### src/rtl/fetch_unit.sv
// Instruction fetch stage: pulls words from instruction memory at pc and hands them to decode.
// Latency: ir_valid rises one cycle after mem_ack; optional FETCH_PREFETCH_EN adds a one-entry prefetch buffer.
// Backpressure: ir is held while ir_ready=0; fetching stalls until ir (and pbuf, if present) has room.
module fetch_unit (
    input  logic        clk,
    input  logic        rst,
    input  logic [15:0] pc,
    output logic        pc_inc,
    output logic        pc_load,
    output logic [15:0] pc_d,
    output logic        mem_req,
    output logic [15:0] mem_addr,
    input  logic        mem_ack,
    input  logic [15:0] mem_rdata,
    output logic [15:0] ir,
    output logic [15:0] ir_pc,
    output logic        ir_valid,
    input  logic        ir_ready,
    input  logic        redirect,
    input  logic [15:0] redirect_addr
);

    localparam logic [0:0] S_FETCH = 1'b0;
    localparam logic [0:0] S_VALID = 1'b1;

    logic [0:0] state;
    logic       xfer;
    logic       mem_fire;

    assign xfer     = ir_valid & ir_ready;
    assign pc_d     = redirect_addr;
    assign pc_load  = ~rst & redirect;
    assign mem_addr = pc;
    assign ir_valid = (state == S_VALID);
    assign mem_fire = mem_req & mem_ack;
    // pc only advances for a word actually captured; redirect suppresses mem_req, so pc_inc too.
    assign pc_inc   = mem_fire;

`ifdef FETCH_PREFETCH_EN
    logic [15:0] pbuf;
    logic [15:0] pbuf_pc;
    logic        pbuf_valid;

    assign mem_req = ~rst & ~redirect & ((state == S_FETCH) | ~pbuf_valid);

    always_ff @(posedge clk) begin
        if (rst) begin
            state      <= S_FETCH;
            ir         <= 16'h0000;
            ir_pc      <= 16'h0000;
            pbuf       <= 16'h0000;
            pbuf_pc    <= 16'h0000;
            pbuf_valid <= 1'b0;
        end else if (redirect) begin
            state      <= S_FETCH;
            pbuf_valid <= 1'b0;
        end else begin
            case (state)
                S_FETCH: begin
                    if (mem_fire) begin
                        ir    <= mem_rdata;
                        ir_pc <= pc;
                        state <= S_VALID;
                    end
                end
                default: begin
                    // A full pbuf blocks mem_req, so mem_fire and pbuf_valid never coincide here.
                    if (xfer) begin
                        if (pbuf_valid) begin
                            ir         <= pbuf;
                            ir_pc      <= pbuf_pc;
                            pbuf_valid <= 1'b0;
                        end else if (mem_fire) begin
                            ir    <= mem_rdata;
                            ir_pc <= pc;
                        end else begin
                            state <= S_FETCH;
                        end
                    end else if (mem_fire) begin
                        pbuf       <= mem_rdata;
                        pbuf_pc    <= pc;
                        pbuf_valid <= 1'b1;
                    end
                end
            endcase
        end
    end
`else
    assign mem_req = ~rst & ~redirect & (state == S_FETCH);

    always_ff @(posedge clk) begin
        if (rst) begin
            state <= S_FETCH;
            ir    <= 16'h0000;
            ir_pc <= 16'h0000;
        end else if (redirect) begin
            state <= S_FETCH;
        end else begin
            case (state)
                S_FETCH: begin
                    if (mem_fire) begin
                        ir    <= mem_rdata;
                        ir_pc <= pc;
                        state <= S_VALID;
                    end
                end
                default: begin
                    if (xfer) state <= S_FETCH;
                end
            endcase
        end
    end
`endif

endmodule

### config.mk
export PLATFORM = sky130hd
export DESIGN_NAME = fetch_unit
export DESIGN_NICKNAME = d
export VERILOG_FILES = /design/src/rtl/fetch_unit.sv
export SDC_FILE = /design/constraint.sdc
export NUM_CORES = 1
export LEC_CHECK = 0
export CAP_MARGIN = 15
export CORE_MARGIN = 4
export CORE_UTILIZATION = 23
export DETAILED_ROUTE_END_ITERATION = 6
export PLACE_DENSITY_LB_ADDON = 0.08
export SLEW_MARGIN = 20
export SYNTH_ARGS = -nofsm -noshare
export SYNTH_HDL_FRONTEND = slang
export SYNTH_SLANG_ARGS = --single-unit
### constraint.sdc
create_clock -name clk -period 1.22 [get_ports clk]
set_input_delay 0.244 -clock clk [delete_from_list [all_inputs] [get_ports clk]]
set_output_delay 0.244 -clock clk [all_outputs]
set_load 0.01 [all_outputs]
# ---- Word level (Yosys, flattened, before mapping)
# Index checks and enable logic that the tools add are counted.
dict set report word_totals {
  reg_bits 33
  input_bits 53
  out_inout_bits 68
  word_cells 16
}
dict set report op_classes {
  muxes 3
  bitwise 8
  reduce_logical 2
}
# op n
set ops {}
lappend ops {{AND 1 bit} 5}
lappend ops {{two-way mux 1 bit} 3}
lappend ops {{NOT 1 bit} 3}
lappend ops {{AND reduction 3 bit} 1}
lappend ops {{OR reduction 2 bit} 1}

# ---- Logic depth before layout (Yosys ltp)
dict set report logic_depth {
  ltp_word 6
  depth_mapped 4
  depth_no_buf 2
}

# ---- Worst setup path after synthesis
# No wires, ideal clock.
dict set report synth_timing {
  path_kind {register -> output}
  from {register state (netlist: ir_valid)}
  to {output pc_inc}
  arrival_ps 870
  setup_slack_ps 106
  path_stages_with_launch 2
  cell_sequence {dfxtp_1 nor4b_1}
}
dict set report synth_via {
  elab_chain_cells 3
}
# item line_no
set synth_lines {}
lappend synth_lines {{start: declaration} 26} ;# logic [0:0] state;
lappend synth_lines {{start signal: assignment} 93} ;# state <= S_FETCH;
lappend synth_lines {{start signal: assignment} 97} ;# state <= S_FETCH;
lappend synth_lines {{start signal: assignment} 104} ;# state <= S_VALID;
lappend synth_lines {{NOT 1 bit} n/a}
lappend synth_lines {{AND 1 bit} 89} ;# assign mem_req = ~rst & ~redirect & (state == S_FETCH);
lappend synth_lines {{AND 1 bit} 35} ;# assign mem_fire = mem_req & mem_ack;
lappend synth_lines {{end: declaration} 8} ;# output logic pc_inc,
# Every way passes these cells.

# ---- Worst setup path in the final report
# Same ends and word-level chain as after synthesis.

==> out/results.ini <==
[outcome]
status=complete, but fails checks
violations=setup timing

[clocking]
cts_tree=yes
cts_buffer_depth=2
clkSinkCount=33
clk_pin_slew_ps=70
cts_max_level=2
cts_hold_buf=0
cts_root_buf=clkbuf_8
numCtsBuffers=5
insertion_delay_ps=280

[yosys]
syn-num-nets=231
synthCells=178
netlist.top_cell.by_area=dfxtp_1
synthTopCellsByArea=dfxtp_1 (37%), nand2b_1 (23%), mux2i_1 (18%), buf_4 (14%), buf_12 (3.4%)
synth_seq_area_share_pct=37.42
synth_top_area_share_pct=37.42
ys_warn_count=0
syn_area_um2=1765
yosysUniqueCellTypes=14
postSynthAreaPerCell_um2=9.918
ys_ff_latch=33

[power]
power.density_nw_per_um2=937.0
ir_drop_mv=0.3650
leakage_nw=1.203
p_total_w=0.002510

[finish]
final_common_cell=nand2b_1
fin_area_um2=2679
drive_gt1_share_pct=22.69
areaGrowthSynthToFinish_pct=51.74
nets=312
diodes=0
final_cell_mix=nand2b_1 (64), clkdlybuf4s50_1 (33), dlygate4sd2_1 (33)
n_fill_cell=792
final_cell_count_no_fill=359

[grt]
grt_usage_pct=9.867
grt_antenna_before_repair=0
grt_busiest_layer=met2
overflow=0
gr-usage-met2_pct=15.75
gr-usage-met3_pct=4.893
grt.met1_usage_pct=10.98
grt_pass1_wl_mm=6.872
grt_start_max_net_pins=37
grt_pass1_vias=1414

[setup_path]
worst-r2r-setup-slack_ps=-10
arrival_ps=1010
path_class=reg -> out
path_max_fanout=3
cp-start-kind=register
worst_setup_path_end_kind=output pin
cp.required_ps=980

[timing]
hold_viol=0
finClkSkew_ps=3.808
worstMarginPinSlew_ps=317.0
final-max-slew-violation-count=0
fin_ws_ps=-37.43
fin_crit_sh_pct=103.1
rsz0062_at_grt=true
relSlewSlack_pct=78.32
max_freq_mhz=795.3
holdWs_ps=470.3
fin_crit_ps=1257
setup_violations=5

[die]
die_h_um=95.61
coreArea_um2=7370
io_pins=121
start_util_pct=23.96
die_w_um=95.61
row_count=31
die_area_um2=9141

[route]
ant_nets=0
avgViaCountPerCell=3.939
drc=0
drt-wirelength-per-cell_um=12.03
drt_pass1_iterations=4
drt_wl_total_mm=4.317
vias=1414
drt_iter0_drc=12

[place]
dp_cells=346
dp_hpwl_mm=2.965
placed_cell_area_um2=2643
io_buffers=88
gpl.final_weighted_congestion=0.6087

[flow_run]
cap_violations=0

[worst_hold_path]
hold_path_class=reg -> reg

[Yosys cell counts, drive strengths merged]
cell type,count
nor2b,1
buf,37
mux2i,32
nor3b,1
clkbuf,6
a2111oi,1
nand2b,64
nor3,1
nor2,1
dfxtp,33
nor4b,1
[flip-flops by register name, indices dropped and copies added, names as in the netlist]
register	flops
ir	16
ir_pc	16
ir_valid	1
[final timing paths]
path | start | endpoint | cells after the start
hold / removal | ir_pc[2] | ir_pc[2] | 2
setup reg to reg | ir_valid | ir[12] | 5
setup / recovery | ir_valid | pc_inc | 2
hold reg to reg | ir_pc[2] | ir_pc[2] | 2
[cells by family after synthesis]
logic type	count (synthesis)	share of synthesized area [%]
simple gates	69	24.73
compound gates	1	0.4962
mux	32	18.14
flops	33	37.42
buf+inv	43	19.21
[where the power goes]
group | total (W) | internal [W] | switching (W)
logic | 0.000561 | 0.000347 | 0.000214
registers | 0.00116 | 0.00113 | 0.0000260
clock network | 0.000790 | 0.000395 | 0.000395
total | 0.00251 | 0.00188 | 0.000634
[repair_timing]
| item | in CTS | in global routing |
|---|---|---|
| cloned | 2 | 0 |
| gates resized for setup | 98 | 17 |
| buffers inserted | 4 | 1 |
| endpoints found under the setup margin | 84 | 50 |
| pin swaps | 1 | 2 |
| hold endpoints to repair | 0 | 0 |
[per-layer routing]
metal  vias to the layer above  wire, µm
met4                         0        88
met2                        64      1963
met3                        18       546
met5                         -         0
li1                        697         -
met1                       635      1719
[layout make-up]
class	instances	area, µm²	area share, %
tap	99	123.9	4.624
sequential	33	661.9	24.71
multi-input combinational	102	778.2	29.05
timing repair buffer	117	1032	38.53
clock buffer	6	72.57	2.709
clock inverter	2	10.01	0.3737
[through the flow]
step	setup TNS [ps]	utilization (%)	setup slack, ps
floorplan	0	-	105.6
global placement	-22380	35.86	-583.9
detailed placement	-22580	35.86	-568.7
CTS	-710.7	37.54	-88.32
global route	-2616	36.35	-115.2
finish	-47.84	36.35	-37.43
[worst max-delay path, cell delays in order (launching register included)]
cell     delay (ps)
dfxtp_2         340
nor4b_2         230
buf_2           160
Note: power is estimated with default switching activity, not from simulation.
